==> config.mk <==
export PLATFORM = sky130hd
export DESIGN_NAME = eqed_lfsr_stim_gen_flat
export DESIGN_NICKNAME = d
export VERILOG_FILES = /design/src/rtl/eqed_lfsr_stim_gen_if.sv /design/src/rtl/eqed_lfsr_stim_gen.sv /design/src/flat_wrapper.sv
export SDC_FILE = /design/constraint.sdc
export NUM_CORES = 1
export LEC_CHECK = 0
export CORE_ASPECT_RATIO = 0.6
export CORE_MARGIN = 2
export CORE_UTILIZATION = 30
export DETAILED_ROUTE_END_ITERATION = 6
export PLACE_DENSITY = 0.57
export SLEW_MARGIN = 20
export SYNTH_ARGS = -nofsm -noshare
export SYNTH_HDL_FRONTEND = slang
export SYNTH_SLANG_ARGS = --single-unit
==> constraint.sdc <==
create_clock -name clk -period 5.3 [get_ports clk]
set_input_delay 0.795 -clock clk [delete_from_list [all_inputs] [get_ports clk]]
set_output_delay 0.795 -clock clk [all_outputs]
set_load 0.005 [all_outputs]
==> src/rtl/eqed_lfsr_stim_gen_if.sv <==
// ---------------------------------------------------------------------------
// eqed_lfsr_stim_gen_if
// Bundles the run-control request and the stimulus/status response of the
// E-QED LFSR stimulus generator.
//   master : run controller side (drives start/seed/num_cycles/stall)
//   slave  : generator side (drives pat_out/pat_valid/busy/done/cycle_idx/
//            lfsr_state)
// ---------------------------------------------------------------------------
interface eqed_lfsr_stim_gen_if #(
  parameter int WIDTH = 6,
  parameter int NOUT  = 2,
  parameter int CNT_W = 10
);
  logic             start;
  logic [WIDTH-1:0] seed;
  logic [CNT_W-1:0] num_cycles;
  logic             stall;
  logic [NOUT-1:0]  pat_out;
  logic             pat_valid;
  logic             busy;
  logic             done;
  logic [CNT_W-1:0] cycle_idx;
  logic [WIDTH-1:0] lfsr_state;

  modport master (
    output start, seed, num_cycles, stall,
    input  pat_out, pat_valid, busy, done, cycle_idx, lfsr_state
  );

  modport slave (
    input  start, seed, num_cycles, stall,
    output pat_out, pat_valid, busy, done, cycle_idx, lfsr_state
  );
endinterface

==> src/rtl/eqed_lfsr_stim_gen.sv <==
// ---------------------------------------------------------------------------
// eqed_lfsr_stim_gen
// Pseudo-random stimulus generator feeding the DUT primary inputs that the
// E-QED input MISR compacts. A Fibonacci LFSR is seeded on start and stepped
// once per unstalled cycle for num_cycles patterns, after which done pulses
// for one cycle so the signature window can close.
//
// Ports:
//   clk  : rising-edge clock
//   rst  : synchronous reset, active-low
//   bus  : eqed_lfsr_stim_gen_if.slave
//            start/seed/num_cycles : run request, sampled only in IDLE
//            stall                 : hold the current pattern
//            pat_out/pat_valid     : stimulus bits (top LFSR bits, MSB first)
//            busy/done             : run status
//            cycle_idx             : patterns emitted so far in this run
//            lfsr_state            : LFSR contents for observability
// ---------------------------------------------------------------------------
module eqed_lfsr_stim_gen #(
  parameter int               WIDTH = 6,
  parameter logic [WIDTH-1:0] TAPS  = 6'b110000,
  parameter int               NOUT  = 2,
  parameter int               CNT_W = 10
) (
  input logic                 clk,
  input logic                 rst,
  eqed_lfsr_stim_gen_if.slave bus
);

  typedef enum logic [1:0] {
    S_IDLE = 2'd0,
    S_RUN  = 2'd1,
    S_DONE = 2'd2
  } state_t;

  localparam logic [WIDTH-1:0] LFSR_ONE = {{(WIDTH-1){1'b0}}, 1'b1};

  state_t           state_q, state_d;
  logic [WIDTH-1:0] lfsr_q, lfsr_d;
  logic [CNT_W-1:0] idx_q, idx_d;
  logic [CNT_W-1:0] num_q, num_d;
  logic             in_run;

  // Shift toward the MSB; the tapped bits fold back into bit 0.
  function automatic logic [WIDTH-1:0] lfsr_step(input logic [WIDTH-1:0] s);
    logic fb;
    fb = ^(s & TAPS);
    return {s[WIDTH-2:0], fb};
  endfunction

  always_ff @(posedge clk) begin
    if (!rst) begin
      state_q <= S_IDLE;
      lfsr_q  <= LFSR_ONE;
      idx_q   <= '0;
      num_q   <= '0;
    end else begin
      state_q <= state_d;
      lfsr_q  <= lfsr_d;
      idx_q   <= idx_d;
      num_q   <= num_d;
    end
  end

  always_comb begin
    state_d = state_q;
    lfsr_d  = lfsr_q;
    idx_d   = idx_q;
    num_d   = num_q;
    unique case (state_q)
      S_IDLE: begin
        if (bus.start) begin
          // An all-zero seed would lock the LFSR at zero forever.
          lfsr_d  = (bus.seed == '0) ? LFSR_ONE : bus.seed;
          num_d   = bus.num_cycles;
          idx_d   = '0;
          state_d = (bus.num_cycles == '0) ? S_DONE : S_RUN;
        end
      end
      S_RUN: begin
        if (!bus.stall) begin
          lfsr_d = lfsr_step(lfsr_q);
          idx_d  = idx_q + CNT_W'(1);
          // num_q is nonzero whenever RUN is entered, so num_q-1 never wraps.
          if (idx_q == num_q - CNT_W'(1)) begin
            state_d = S_DONE;
          end
        end
      end
      S_DONE: begin
        state_d = S_IDLE;
      end
      default: begin
        state_d = S_IDLE;
      end
    endcase
  end

  assign in_run         = (state_q == S_RUN);
  assign bus.busy       = in_run;
  assign bus.done       = (state_q == S_DONE);
  assign bus.pat_valid  = in_run & ~bus.stall;
  assign bus.cycle_idx  = idx_q;
  assign bus.lfsr_state = lfsr_q;

  // pat_out[k] taps the LFSR from the MSB downward and is forced low
  // outside RUN.
  for (genvar k = 0; k < NOUT; k++) begin : g_pat
    assign bus.pat_out[k] = in_run & lfsr_q[WIDTH-1-k];
  end

endmodule
==> src/flat_wrapper.sv <==
// flat-port wrapper written by rule: the top's interface ports become plain ports
module eqed_lfsr_stim_gen_flat 
#(
  parameter int               WIDTH = 6,
  parameter logic [WIDTH-1:0] TAPS  = 6'b110000,
  parameter int               NOUT  = 2,
  parameter int               CNT_W = 10
)
  (clk, rst, bus_start, bus_seed, bus_num_cycles, bus_stall, bus_pat_out, bus_pat_valid, bus_busy, bus_done, bus_cycle_idx, bus_lfsr_state);
  eqed_lfsr_stim_gen_if #(.WIDTH(WIDTH), .NOUT(NOUT), .CNT_W(CNT_W)) bus_i ();
  input logic clk;
  input logic rst;
  input wire logic [$bits(bus_i.start)-1:0] bus_start;
  input wire logic [$bits(bus_i.seed)-1:0] bus_seed;
  input wire logic [$bits(bus_i.num_cycles)-1:0] bus_num_cycles;
  input wire logic [$bits(bus_i.stall)-1:0] bus_stall;
  output wire logic [$bits(bus_i.pat_out)-1:0] bus_pat_out;
  output wire logic [$bits(bus_i.pat_valid)-1:0] bus_pat_valid;
  output wire logic [$bits(bus_i.busy)-1:0] bus_busy;
  output wire logic [$bits(bus_i.done)-1:0] bus_done;
  output wire logic [$bits(bus_i.cycle_idx)-1:0] bus_cycle_idx;
  output wire logic [$bits(bus_i.lfsr_state)-1:0] bus_lfsr_state;
  assign bus_i.start = bus_start;
  assign bus_i.seed = bus_seed;
  assign bus_i.num_cycles = bus_num_cycles;
  assign bus_i.stall = bus_stall;
  assign bus_pat_out = bus_i.pat_out;
  assign bus_pat_valid = bus_i.pat_valid;
  assign bus_busy = bus_i.busy;
  assign bus_done = bus_i.done;
  assign bus_cycle_idx = bus_i.cycle_idx;
  assign bus_lfsr_state = bus_i.lfsr_state;
  eqed_lfsr_stim_gen #(.WIDTH(WIDTH), .TAPS(TAPS), .NOUT(NOUT), .CNT_W(CNT_W)) u_core (.clk(clk), .rst(rst), .bus(bus_i));
endmodule
# Word-level counts from Yosys, hierarchy flattened
# Cells that the tools add are included.
dict set report totals {
  reg_bits 28
  out_inout_bits 21
  input_bits 20
  word_cells 36
}
dict set report op_classes {
  add_sub_neg 2
  reduce_logical 8
  bitwise_logic 4
  eq_ne 6
  muxes 12
}
# operator count
set ops {}
lappend ops {{two-way mux 10 bit} 2}
lappend ops {{one-hot mux 10 bit (2 select lines)} 1}
lappend ops {{two-way mux 6 bit} 3}
lappend ops {{one-hot mux 6 bit (2 select lines)} 1}
lappend ops {{adder 10 x 1 -> 10 bit, second input constant} 1}
lappend ops {{equality test 10 bit} 1}
lappend ops {{logical NOT 10 bit} 1}
lappend ops {{subtractor 10 x 1 -> 10 bit, second input constant} 1}
lappend ops {{two-way mux 2 bit} 4}
lappend ops {{logical NOT 6 bit} 1}
lappend ops {{inequality test 2 bit, second input constant} 3}
lappend ops {{AND reduction 3 bit} 2}
lappend ops {{XOR reduction 6 bit} 1}
lappend ops {{one-hot mux 2 bit (2 select lines)} 1}
lappend ops {{bitwise AND 1 bit} 3}
lappend ops {{equality test 2 x 1 -> 1 bit, second input constant} 1}
lappend ops {{equality test 2 bit, second input constant} 1}
lappend ops {{logical NOT 2 bit} 1}
lappend ops {{AND reduction 2 bit} 1}
lappend ops {{nonzero test 2 bit} 1}
lappend ops {{NOT 1 bit} 1}

# Logic depth before layout (Yosys ltp)
dict set report logic_depth {
  ltp_word 5
  mapped_depth 8
  depth_no_buf 7
}

# Worst setup path after synthesis
# OpenSTA, ideal clock, no wires.
dict set report synth_timing {
  kind {in2reg}
  from {input port bus_num_cycles[2]}
  to {register u_core.state_q[0]}
  setup_slack_ns 3.296
  setup_ns 0.133
  path_buffers 0
  required_ns 5.167
  cell_stages 5
  arrival_time_ns 1.871
  cell_sequence {or4_1 -> nor4_1 -> nor2_1 -> a31oi_1 -> a21oi_1}
}
dict set report synth_via {
  elab_chain_len 4
}
# element line
set synth_rtl {}
lappend synth_rtl {{start: declaration} flat_wrapper.sv:15} ;# input wire logic [$bits(bus_i.num_cycles)-1:0] bus_num_cycles;
lappend synth_rtl {{logical NOT 10 bit} eqed_lfsr_stim_gen.sv:77} ;# state_d = (bus.num_cycles == '0) ? S_DONE : S_RUN;
lappend synth_rtl {{two-way mux 2 bit} eqed_lfsr_stim_gen.sv:77}
lappend synth_rtl {{two-way mux 2 bit} eqed_lfsr_stim_gen.sv:72} ;# if (bus.start) begin
lappend synth_rtl {{one-hot mux 2 bit (2 select lines)} eqed_lfsr_stim_gen.sv:70} ;# unique case (state_q)
lappend synth_rtl {{end signal: assignment} eqed_lfsr_stim_gen.sv:58} ;# state_q <= state_d;
lappend synth_rtl {{end: declaration} eqed_lfsr_stim_gen.sv:38} ;# state_t state_q, state_d;
# Every way passes these cells. The select of a mux whose other input is x is not followed.
# A chain may end at the register's enable or synchronous reset.

# Final worst setup path
dict set report layout_timing {
  from {input port bus_stall}
  to {output port bus_pat_valid}
}
dict set report layout_via {
  elab_chain_len 2
}
# element line
set layout_rtl {}
lappend layout_rtl {{start: declaration} flat_wrapper.sv:16} ;# input wire logic [$bits(bus_i.stall)-1:0] bus_stall;
lappend layout_rtl {{NOT 1 bit} eqed_lfsr_stim_gen.sv:102} ;# assign bus.pat_valid = in_run & ~bus.stall;
lappend layout_rtl {{bitwise AND 1 bit} eqed_lfsr_stim_gen.sv:102}
lappend layout_rtl {{end: declaration} flat_wrapper.sv:18} ;# output wire logic [$bits(bus_i.pat_valid)-1:0] bus_pat_valid;
# Every way passes these cells.

==> flow_summary.json <==
{
  "status": "completed",
  "ys_ff_latch": 28,
  "crit_slowest_cell": "clkdlybuf4s50_1",
  "overflow": 0,
  "tritoncts": "built",
  "dieWidth_um": 96.1,
  "numPortBuffers": 40,
  "viasPerCell": 4.87,
  "firstDrtPassIters": 4,
  "finalHoldViolations": 0,
  "yosys_warnings": 0,
  "rsz0062_at_grt": "no",
  "final.setup.tns_ns": 0,
  "numClockSinks": 28,
  "yosysMostFrequentCell": "nand2_1",
  "ys_top_cells_by_count": "nand2_1 (35), dfxtp_1 (28), nor2_1 (24)",
  "synth.distinct_cells": 39,
  "slew_viol_final": 0,
  "post_cts_resized": 0,
  "worst_slew_pin_slew_ns": 1.06,
  "netlist_instances": 193,
  "critPathTopFamily": "buffers and inverters",
  "synth-seq-area-share_pct": 36.8,
  "synth_nets": 215,
  "postLayoutCoreUtil_pct": 41.0,
  "grt_use_total_pct": 15.6,
  "finalCritPeriodShare_pct": 54.4,
  "die_h_um": 59.2,
  "core-area_um2": 4980,
  "fin_hold_ws_ns": 0.493,
  "initial_core_util_pct": 30.6,
  "drc_errors": 0,
  "clockRootBuffer": "clkbuf_8",
  "clkLatencyLatePin_ns": 0.28,
  "powerDensity_nw_per_um2": 249,
  "ys_top_cells_by_area": "dfxtp_1 (37%), nand2_1 (8.6%), xor2_1 (6.9%), nor2_1 (5.9%), a21oi_1 (4.9%)",
  "hp-class": "flop to flop",
  "grt_pass1_vias": 1348,
  "ys_async_sr_fraction_pct": 0,
  "reg2reg_slack_ns": 3.09,
  "totalPowerFinal_uw": 508,
  "synth_area_um2": 1530,
  "dp.cells": 291,
  "skew_ns": 0.00798,
  "worst_setup_path_end_kind": "primary output",
  "clock_path_buffers": 2,
  "r2r_start": "u_core.num_q[0]",
  "path_cells": "clkdlybuf4s50_1 -> nor2_1 -> clkdlybuf4s50_1",
  "routedWlPerCell_um": 13.7,
  "worstPathArrival_ns": 2.09,
  "grt_max_degree": 19,
  "gp_congestion": 0.753,
  "max-vdd-ir-drop_mv": 0.118,
  "leakage_uw": 0.000755,
  "drt-total-wl_um": 4050,
  "r2r-end": "u_core.state_q[1]",
  "fp.dieArea_um2": 5690,
  "clkSlewWorstSetupHoldPaths_ns": 0.09,
  "postCtsSetupBuffers": 0,
  "crit_end": "bus_pat_valid",
  "synth_flop_cell": "dfxtp_1",
  "antenna_found_initial": 0,
  "critPathLaunchType": "input pin",
  "startpoint": "bus_stall",
  "hpwl_um": 3150,
  "netlist.area_leader.share_pct": 36.8,
  "fin_crit_ns": 2.88,
  "cp_slowest_stage_delay_ns": 0.55,
  "drv_cap": 0,
  "areaGrowthSynthToFinish_pct": 33.7,
  "drt_iter0_drc": 33,
  "crit_type": "input pin to primary output",
  "synth_area_per_cell_um2": 7.90,
  "grt_pass1_wl_um": 6780,
  "synth_top_area_cell": "dfxtp_1",
  "synth_edf_count": 0,
  "drive_gt1_share_pct": 4.37,
  "rows": 20,
  "vias": 1437,
  "fmax_mhz": 347,
  "cp_data_required_time_ns": 4.51,
  "r2r_cells": 7,
  "antenna_cells": 0,
  "fin_nets": 252,
  "worstPathMaxFanout": 4,
  "cts_buffers": 3,
  "cts_max_level": 1,
  "antenna_left": 0,
  "hold_buffers": 0,
  "finalNonFillerCells": 295,
  "crit_buf_inv": 2,
  "relSlewSlack_pct": 29.1,
  "setup_viol": 0,
  "pin_count": 41,
  "worstSetupPathDepth": 3,
  "path_common_cell": "clkdlybuf4s50_1"
}
-- through the flow --
stage	instance area, um^2	setup slack (ns)
6_report	2040	2.42
5_1_grt	2040	2.38
4_1_cts	2040	2.42
3_5_place_dp	1970	2.43
3_3_place_gp	1970	2.49
2_1_floorplan	1530	3.30
-- cell type report --
cell class	instances	area, um^2
Sequential cell	28	561
Clock buffer	3	41.3
Fill cell	514	2940
Timing Repair Buffer	40	400
Clock inverter	1	30.0
Inverter	5	18.8
Tap cell	66	82.6
Multi-Input combinational cell	152	906
-- where the power goes --
group	total, uW	switching (uW)	internal (uW)
Combinational	100	47.5	52.7
Clock	171	70.0	101
Sequential	237	15.2	221
Total	508	133	375
-- layer usage --
| metal | wire length (um) | vias up | global-route usage (%) |
|---|---|---|---|
| li1 | - | 744 | - |
| met1 | 2380 | 671 | 26.1 |
| met2 | 1530 | 20 | 20.0 |
| met3 | 116 | 2 | 3.44 |
| met4 | 22 | 0 | 1.84 |
| met5 | 0 | - | 0 |
-- logic make-up after synthesis --
logic type      count (synthesis)  share of synthesized area, %
buf+inv                        13                          3.85
compound gates                 34                          15.8
simple gates                   96                          30.4
flops                          28                          36.8
xor+xnor                       20                          11.5
fa+ha+maj                       2                          1.64
-- worst register-to-register path, cell delays in order (launching register included) --
cell      delay (ns)
dfxtp_1         0.49
inv_1           0.08
ha_1            0.31
xnor2_1         0.13
nor3_1          0.26
o211ai_1        0.14
nor4_1          0.52
a22o_1          0.23
-- cells in the final DEF, fill, tap and decap left out, drive strengths merged --
cell and n:
bufinv 1, a311oi 4, o311ai 1, or4 3
o211ai 1, a31oi 2, ha 2, clkdlybuf4s50 40
a21boi 1, a211oi 3, o31a 1, xnor2 8
nand2b 5, and3 4, o211a 1, dfxtp 28
nor4b 1, clkinv 1, and2 3, a2111oi 1
o21ai 2, xor2 12, nor4 4, clkbuf 3
nor2b 1, a22o 1, a21oi 15, a2111o 1
nand4 5, nand2 35, nand3 6, nor3 4
nor2 24, nand3b 1, inv 4
-- state kept, by name, indices dropped and copies added, names as in the netlist --
name and flops:
u_core.bus.cycle_idx 10, u_core.bus.lfsr_state 6, u_core.num_q 10, u_core.state_q 2
-- worst min-delay path by stage --
stage | slack, ns | end | cells past startpoint | start
final | 0.49 | u_core.num_q[9] | 2 | u_core.num_q[9]
after detailed placement | 0.49 | u_core.num_q[7] | 2 | u_core.num_q[7]
after global routing | 0.52 | u_core.num_q[9] | 2 | u_core.num_q[9]
after floorplan | 0.45 | u_core.num_q[9] | 2 | u_core.num_q[9]
after CTS | 0.50 | u_core.num_q[9] | 2 | u_core.num_q[9]
after global placement | 0.48 | u_core.num_q[7] | 2 | u_core.num_q[7]
(Power assumes the default switching activity.)
